### src/rtl/wb_freq_scan.sv
// Bus-mapped multi-channel frequency counter: counts synchronised edges per channel over a reference-edge gate.
// Optional interrupt output and CSR irq_en bit are enabled by defining WB_FREQ_SCAN_IRQ_EN.
module wb_freq_scan #(
  parameter int N_CH        = 4,
  parameter int CNT_W       = 24,
  parameter int SYNC_STAGES = 2
) (
  input  logic            clk,
  input  logic            rst,
  input  logic [N_CH-1:0] sig_in,
  input  logic            ref_in,
  input  logic [3:0]      bus_addr,
  input  logic [31:0]     bus_wdata,
  output logic [31:0]     bus_rdata,
  input  logic            bus_cyc,
  output logic            bus_ack,
  input  logic            bus_we
`ifdef WB_FREQ_SCAN_IRQ_EN
  ,
  output logic            irq
`endif
);

  typedef enum logic [2:0] {
    IDLE = 3'd0,
    ARM  = 3'd1,
    GATE = 3'd2,
    DONE = 3'd3
  } state_t;

  state_t state, state_nxt;

  logic [N_CH:0]      sync_q [SYNC_STAGES];
  logic [N_CH:0]      sync_prev;
  logic [N_CH:0]      rise;
  logic               ref_rise;
  logic [N_CH-1:0]    sig_rise;

  logic               wr_stb;
  logic [3:0]         wr_addr;
  logic [31:0]        wr_data;
  logic               csr_wr, go_cmd, stop_cmd;
  logic [31:0]        rd_mux;

  logic               cont, done, busy, irq_en_rd;
  logic [CNT_W-1:0]   gate_len, gate_lim, gate_cnt, gate_cnt_inc, eff_len;
  logic [CNT_W-1:0]   edge_cnt [N_CH];
  logic [N_CH-1:0]    edge_ovf;
  logic [CNT_W-1:0]   res_cnt [N_CH];
  logic [N_CH-1:0]    res_ovf;
  logic               res_valid;
  logic               unused_wr_bits;

  // Reference rides along as the top bit so it sees exactly the same latency as the channels
  always_ff @(posedge clk) begin
    if (rst) begin
      for (int i = 0; i < SYNC_STAGES; i++) sync_q[i] <= '0;
      sync_prev <= '0;
    end else begin
      sync_q[0] <= {ref_in, sig_in};
      for (int i = 1; i < SYNC_STAGES; i++) sync_q[i] <= sync_q[i-1];
      sync_prev <= sync_q[SYNC_STAGES-1];
    end
  end

  assign rise     = sync_q[SYNC_STAGES-1] & ~sync_prev;
  assign ref_rise = rise[N_CH];
  assign sig_rise = rise[N_CH-1:0];

  always_ff @(posedge clk) begin
    if (rst) begin
      bus_ack   <= 1'b0;
      bus_rdata <= '0;
      wr_stb    <= 1'b0;
      wr_addr   <= '0;
      wr_data   <= '0;
    end else begin
      bus_ack   <= bus_cyc & ~bus_ack;
      bus_rdata <= (bus_cyc & ~bus_ack) ? rd_mux : '0;
      wr_stb    <= bus_cyc & bus_we & ~bus_ack;
      if (bus_cyc & bus_we & ~bus_ack) begin
        wr_addr <= bus_addr;
        wr_data <= bus_wdata;
      end
    end
  end

  assign csr_wr         = wr_stb && (wr_addr == 4'h0);
  assign stop_cmd       = csr_wr & wr_data[30];
  assign go_cmd         = csr_wr & wr_data[31] & ~wr_data[30];
  assign busy           = (state != IDLE);
  assign unused_wr_bits = ^wr_data;
  assign gate_cnt_inc   = gate_cnt + CNT_W'(1);
  assign eff_len        = (gate_len == '0) ? CNT_W'(1) : gate_len;

  always_comb begin
    rd_mux = '0;
    if (bus_addr == 4'h0) begin
      rd_mux = {busy, 1'b0, cont, irq_en_rd, done, state, 24'b0};
    end else if (bus_addr == 4'h1) begin
      rd_mux = 32'(gate_len);
    end else begin
      for (int c = 0; c < N_CH; c++)
        if (bus_addr == 4'(8 + c)) rd_mux = {res_valid, res_ovf[c], 6'b0, 24'(res_cnt[c])};
    end
  end

  always_ff @(posedge clk) begin
    if (rst) state <= IDLE;
    else     state <= state_nxt;
  end

  // stop overrides go; either command preempts the normal sequencing
  always_comb begin
    state_nxt = state;
    case (state)
      IDLE:    state_nxt = IDLE;
      ARM:     if (ref_rise) state_nxt = GATE;
      GATE:    if (ref_rise && (gate_cnt_inc == gate_lim)) state_nxt = DONE;
      DONE:    state_nxt = cont ? GATE : IDLE;
      default: state_nxt = IDLE;
    endcase
    if (stop_cmd)    state_nxt = IDLE;
    else if (go_cmd) state_nxt = ARM;
  end

  always_ff @(posedge clk) begin
    if (rst) begin
      cont      <= 1'b0;
      done      <= 1'b0;
      gate_len  <= CNT_W'(1);
      gate_lim  <= CNT_W'(1);
      gate_cnt  <= '0;
      edge_ovf  <= '0;
      res_ovf   <= '0;
      res_valid <= 1'b0;
      for (int c = 0; c < N_CH; c++) begin
        edge_cnt[c] <= '0;
        res_cnt[c]  <= '0;
      end
    end else begin
      if (wr_stb && (wr_addr == 4'h1)) gate_len <= wr_data[CNT_W-1:0];
      if (csr_wr) begin
        cont <= wr_data[29] & ~wr_data[30];
        if (wr_data[27]) done <= 1'b0;
      end

      case (state)
        ARM: begin
          gate_lim <= eff_len;
          gate_cnt <= '0;
          edge_ovf <= '0;
          for (int c = 0; c < N_CH; c++) edge_cnt[c] <= '0;
        end
        GATE: begin
          if (ref_rise) gate_cnt <= gate_cnt_inc;
          for (int c = 0; c < N_CH; c++) begin
            if (sig_rise[c]) begin
              if (edge_cnt[c] == {CNT_W{1'b1}}) edge_ovf[c] <= 1'b1;
              else                              edge_cnt[c] <= edge_cnt[c] + CNT_W'(1);
            end
          end
        end
        DONE: begin
          res_valid <= 1'b1;
          res_ovf   <= edge_ovf;
          done      <= 1'b1;
          gate_cnt  <= '0;
          edge_ovf  <= '0;
          // Edges in this cycle already belong to the next back-to-back gate
          for (int c = 0; c < N_CH; c++) begin
            res_cnt[c]  <= edge_cnt[c];
            edge_cnt[c] <= CNT_W'(sig_rise[c]);
          end
        end
        default: ;
      endcase

      if (go_cmd) begin
        done      <= 1'b0;
        res_valid <= 1'b0;
        res_ovf   <= '0;
        for (int c = 0; c < N_CH; c++) res_cnt[c] <= '0;
      end
    end
  end

`ifdef WB_FREQ_SCAN_IRQ_EN
  logic irq_en;

  always_ff @(posedge clk) begin
    if (rst) begin
      irq_en <= 1'b0;
      irq    <= 1'b0;
    end else begin
      if (csr_wr) irq_en <= wr_data[28];
      irq <= done & irq_en;
    end
  end

  assign irq_en_rd = irq_en;
`else
  assign irq_en_rd = 1'b0;
`endif

endmodule

### config.mk
export PLATFORM = sky130hd
export DESIGN_NAME = wb_freq_scan
export DESIGN_NICKNAME = d
export VERILOG_FILES = /design/src/rtl/wb_freq_scan.sv
export SDC_FILE = /design/constraint.sdc
export NUM_CORES = 1
export LEC_CHECK = 0
export BUFFER_PORTS_ARGS = -buffer_cell sky130_fd_sc_hd__clkbuf_2
export CORE_ASPECT_RATIO = 0.75
export CORE_UTILIZATION = 47
export CTS_BUF_LIST = sky130_fd_sc_hd__clkbuf_4 sky130_fd_sc_hd__clkbuf_8
export DETAILED_ROUTE_END_ITERATION = 6
export PLACE_DENSITY_LB_ADDON = 0.3
export SLEW_MARGIN = 10
export SYNTH_ARGS = -nofsm -noshare
export SYNTH_HDL_FRONTEND = slang
export SYNTH_SLANG_ARGS = --single-unit
### constraint.sdc
create_clock -name clk -period 2.6 [get_ports clk]
set_input_delay 0 -clock clk [delete_from_list [all_inputs] [get_ports clk]]
set_output_delay 0 -clock clk [all_outputs]
set_load 0.005 [all_outputs]
Yosys cells after proc, flatten, opt, wreduce, memory -nomap -nowiden
Memories as Yosys holds them, arrays and structs flattened.
Index checks and enable logic that the tools add are counted.
{"block": "op_classes", "add_sub_neg": 5, "n_eq_ne": 27, "muxes": 80, "bitwise_logic": 34, "reduce_logical": 26}
{"operator": "2-to-1 mux 24 bit", "count": 22}
{"operator": "2-to-1 mux 32 bit", "count": 6}
{"operator": "adder 24 x 1 -> 24 bit, second input constant", "count": 5}
{"operator": "== test 24 bit, second input constant", "count": 4}
{"operator": "one-hot mux 24 bit (2 select lines)", "count": 1}
{"operator": "2-to-1 mux 1 bit", "count": 44}
{"operator": "== test 24 bit", "count": 1}
{"operator": "logical NOT 24 bit", "count": 1}
{"operator": "inequality test 2 bit, second input constant", "count": 11}
{"operator": "OR 1 bit", "count": 22}
{"operator": "== test 4 bit, second input constant", "count": 4}
{"operator": "AND reduction 3 bit", "count": 4}
{"operator": "2-to-1 mux 5 bit", "count": 2}
{"operator": "one-hot mux 3 bit (3 select lines)", "count": 1}
{"operator": "== test 4 x 1 -> 1 bit, second input constant", "count": 2}
{"operator": "logical NOT 4 bit", "count": 2}
{"operator": "one-hot mux 4 bit (2 select lines)", "count": 1}
{"operator": "AND reduction 2 bit", "count": 4}
{"operator": "OR reduction 2 bit", "count": 4}
{"operator": "AND 1 bit", "count": 7}
{"operator": "OR reduction 7 bit", "count": 1}
{"operator": "== test 3 x 2 -> 1 bit, second input constant", "count": 2}
{"operator": "2-to-1 mux 3 bit", "count": 2}
{"operator": "inequality test 3 bit, second input constant", "count": 2}
{"operator": "10 further kinds", "count": 17}
{"block": "totals", "regBits": 161, "mem_bits_rw": 202, "wordCells": 197, "n_memories": 3}
{"name": "edge_cnt", "words": 4, "width": 24, "read_ports": 4, "rd_clocked_by_memory_dff": 0, "wr": 4, "line_no": "47", "text": "logic [CNT_W-1:0] edge_cnt [N_CH];"}
{"name": "res_cnt", "words": 4, "width": 24, "read_ports": 4, "rd_clocked_by_memory_dff": 0, "wr": 4, "line_no": "49", "text": "logic [CNT_W-1:0] res_cnt [N_CH];"}
{"name": "sync_q", "words": 2, "width": 5, "read_ports": 2, "rd_clocked_by_memory_dff": 0, "wr": 2, "line_no": "33", "text": "logic [N_CH:0] sync_q [SYNC_STAGES];"}

Logic depth before layout (Yosys ltp)
An unclocked memory read counts as a cell.
{"block": "logic_depth", "depth_word": 9, "mapped_depth": 10, "depth_no_buf": 8}

Least setup slack after synthesis
OpenSTA, ideal clock, no wires.
{"block": "synth_path", "path_type": "register to register", "from": "mem edge_cnt[3][0]", "to": "mem edge_cnt[3][0] (enable)", "arrival_time_ps": 2468, "required_time_ps": 2219, "path_slack_ps": -249, "stages_incl_launch_ff": 10, "path_buffers": 2, "synth_period_minus_slack_ps": 2849, "path_cell_list": "edfxtp_1 -> ha_1 -> nand3_1 -> nor2_1 -> and2_1 -> a41o_1 -> or3_1 -> clkbuf_1 -> buf_2 -> nand2_1"}
{"item": "start: declaration", "line_no": "47"}

==> metrics.cfg <==
[sta]
tns_ps=0
finalHoldViolations=0
rsz0062_at_grt=no
tightest_slew_ps=960
relSlewSlack=0.360
post-route-min-period_ps=2430
post-route-period-util=0.936
finClkSkew_ps=42.5
setup_violations=0
maxSlewViolCount=0
fmax_ghz=0.411

[floorplanning]
die_area_um2=33500
die_y_um=159
ios=78
initial_utilization=0.485
core_area_um2=31700
die_x_um=211
rows=56

[critical_path]
required_ps=2860
path_buf_inv=0
crit_family=simple AND/OR/NAND/NOR gates
crit_type=flip-flop to flip-flop
critPathMaxFanout=24
critical_path.cell_chain=and3_1, and3_1, and2_1, a41o_1, or3_1, nand2_4
cp-end-kind=flip-flop
timing.rr.start=edge_cnt[3][10]
worstSetupStartpoint=edge_cnt[3][10]
cp.depth=6
worstRegToRegCells=6
critPathLaunchType=flip-flop
crit_path_top_delay_cell=edfxtp_1
cpMostUsedCell=and3_1
arrival_ps=2700
critPathMaxStageDelay_ps=460

[clock_tree]
cts_tree=built
root_buffer=clkbuf_8
clock_sinks=356
cts_buffers=54
post-cts-setup-buffers=0
clock_path_buffers=3
h-tree-depth=2
path_clk_slew_ps=70
worstSkewPairLatency_ps=630

[synthesis]
yosys.area.top_type=dfxtp_1
synth-seq-cells=356
netlist-cell-type-count=78
synth_seq_area_share=0.512
netlist_area_um2=15400
synth_top_area_share=0.365
synth-edff-count=75
async_flop_share=0
syn_inst=1734
ys.flop_type=dfxtp_1
avgSynthCellArea_um2=8.88
ys_warn_count=0
synthTopCellsByArea=dfxtp_1 37%, edfxtp_1 15%, nand2_1 8.5%

[min_path]
worstHoldStart=bus_we
min_path_cells=3
hp-class=primary input to flip-flop

[place]
gp_congestion=0.958
dp_hpwl_um=29100
dpl_cell_area_um2=16200
io_buffers=71

[route]
via_per_inst=5.47
dr.pass1.iters=6
drt-wirelength-per-cell_um=18.2
drc=0
wl_um=43000
drtIter0Drc=1372
vias=13000
final_antenna_net_count=0

[grt]
grt_pass1_wl_um=67300
antenna_found_initial=2
grt.overflow.total=0
grt_usage=0.256
grt_max_degree=83
grt_pass1_vias=12500

[pwr]
ir_drop_v=0.000411
p_leak_nw=6.64
power_density_nw_per_um2=614

[final_layout]
layout.nets=1935
seqCellArea_um2=7880
final_layout_size_suffix_gt1_frac=0.127
multi_input_area_um2=6990
syn2layout_area_growth_pct=18.5
final_area_um2=18200
fill_cells=2760

[status]
status=completed

[run]
cap_violations=0

placed cells by master, fill, tap and decap left out, types with 5 or more instances in the layout:
| master | n |
|---|---|
| and3_1 | 32 |
| nor3_1 | 26 |
| clkbuf_4 | 19 |
| nand2_1 | 348 |
| nand4_1 | 25 |
| o31ai_1 | 7 |
| o21ai_0 | 46 |
| clkbuf_2 | 70 |
| xnor2_1 | 71 |
| and4_1 | 12 |
| a21oi_1 | 145 |
| a222oi_1 | 23 |
| clkinv_2 | 9 |
| o211ai_1 | 7 |
| nor4_1 | 15 |
| mux2i_1 | 26 |
| dfxtp_1 | 281 |
| edfxtp_1 | 75 |
| clkbuf_8 | 70 |
| nand3_1 | 56 |
| nand3b_1 | 7 |
| inv_1 | 20 |
| ha_1 | 5 |
| buf_4 | 52 |
| and2_1 | 57 |
| nor2_1 | 179 |
| dlygate4sd3_1 | 79 |
| nor2b_1 | 21 |
| xor2_1 | 55 |
| nand2b_1 | 5 |
synth_stat cells, types with 8 or more instances:
cell type	n
nor2_1	181
and4_1	12
nor2b_1	21
inv_1	20
mux2i_1	26
edfxtp_1	75
dfxtp_1	281
a222oi_1	23
xor2_1	55
clkbuf_1	85
xnor2_1	71
nand4_1	25
and2_1	57
a21oi_1	145
nor4_1	15
buf_1	8
nand2_1	349
and3_1	32
nor3_1	26
o21ai_0	46
nand3_1	56
kinds of logic after synthesis:
| group | Yosys count | share of synthesized area |
|---|---|---|
| AOI/OAI and AO/OA | 270 | 0.106 |
| xor gates and xnor gates | 126 | 0.0717 |
| adders and majority gates | 5 | 0.00406 |
| buffers and inverters | 128 | 0.0360 |
| DFF | 356 | 0.512 |
| muxes | 29 | 0.0206 |
| other | 1 | 0.000244 |
| and+or+nand+nor | 819 | 0.249 |
tightest hold or removal path: stages:
cell	delay, ps
dlygate4sd3_1	530
clkbuf_2	140
and2_1	130
final timing paths:
| kind | endpoint | slack (ps) |
|---|---|---|
| worst max-delay path | edge_cnt[3][4] | 170 |
| worst min-delay path | wr_stb | 210 |
| worst max register to register | edge_cnt[3][4] | 170 |
| worst min register to register | sync_q[0][5] | 430 |
through the flow:
step | total power, mW | hold WS [ps] | setup slack [ps] | util | instances
floorplan | 6.09 | 122 | 123 | - | 1735
global placement | 6.25 | 214 | 226 | 0.512 | 2185
detailed placement | 6.26 | 216 | 157 | 0.512 | 2185
CTS | 11.3 | 147 | 146 | 0.574 | 2366
global route | 11.6 | 193 | 6.07 | 0.575 | 2367
finish | 11.2 | 209 | 167 | 0.575 | 2367
power breakdown:
part           total [mW]  switching [mW]  internal [mW]
Clock                4.95            2.23           2.71
Combinational       0.474           0.287          0.188
Sequential           5.77          0.0542           5.72
Total                11.2            2.57           8.62
registers in the layout (all words and copies together) (netlist names):
register and flops:
edge_cnt 96, gate_cnt 24, bus_rdata 30, edge_ovf 4, state 2, done 1, sync_prev 5, wr_data 28
bus_ack 1, gate_len 24, sync_q 10, gate_lim 24, res_ovf 4, wr_addr 4, cont 1, res_valid 1
res_cnt 96, wr_stb 1
repair_timing:
| item | in CTS | in global routing |
|---|---|---|
| setup endpoints to repair | 0 | 7 |
| resized for setup | 0 | 1 |
| endpoints found under the hold margin | 53 | 0 |
| hold buffers | 79 | 0 |
layer usage:
metal / vias to the layer above / wire length, µm / track usage
li1: 6242 / - / -
met3: 87 / 3950 / 0.0710
met4: 0 / 1300 / 0.0912
met2: 461 / 18800 / 0.386
met1: 6166 / 18900 / 0.349
met5: - / 0 / 0
final cells by class:
type	instances	share of cell area
Antenna cell	1	0.000137
Clock buffer	89	0.0606
Clock inverter	13	0.00480
Inverter	20	0.00412
Multi-Input combinational cell	1251	0.383
Sequential cell	356	0.432
Tap cell	435	0.0298
Timing Repair Buffer	202	0.0851
Note: power is estimated with default switching activity, not from simulation.
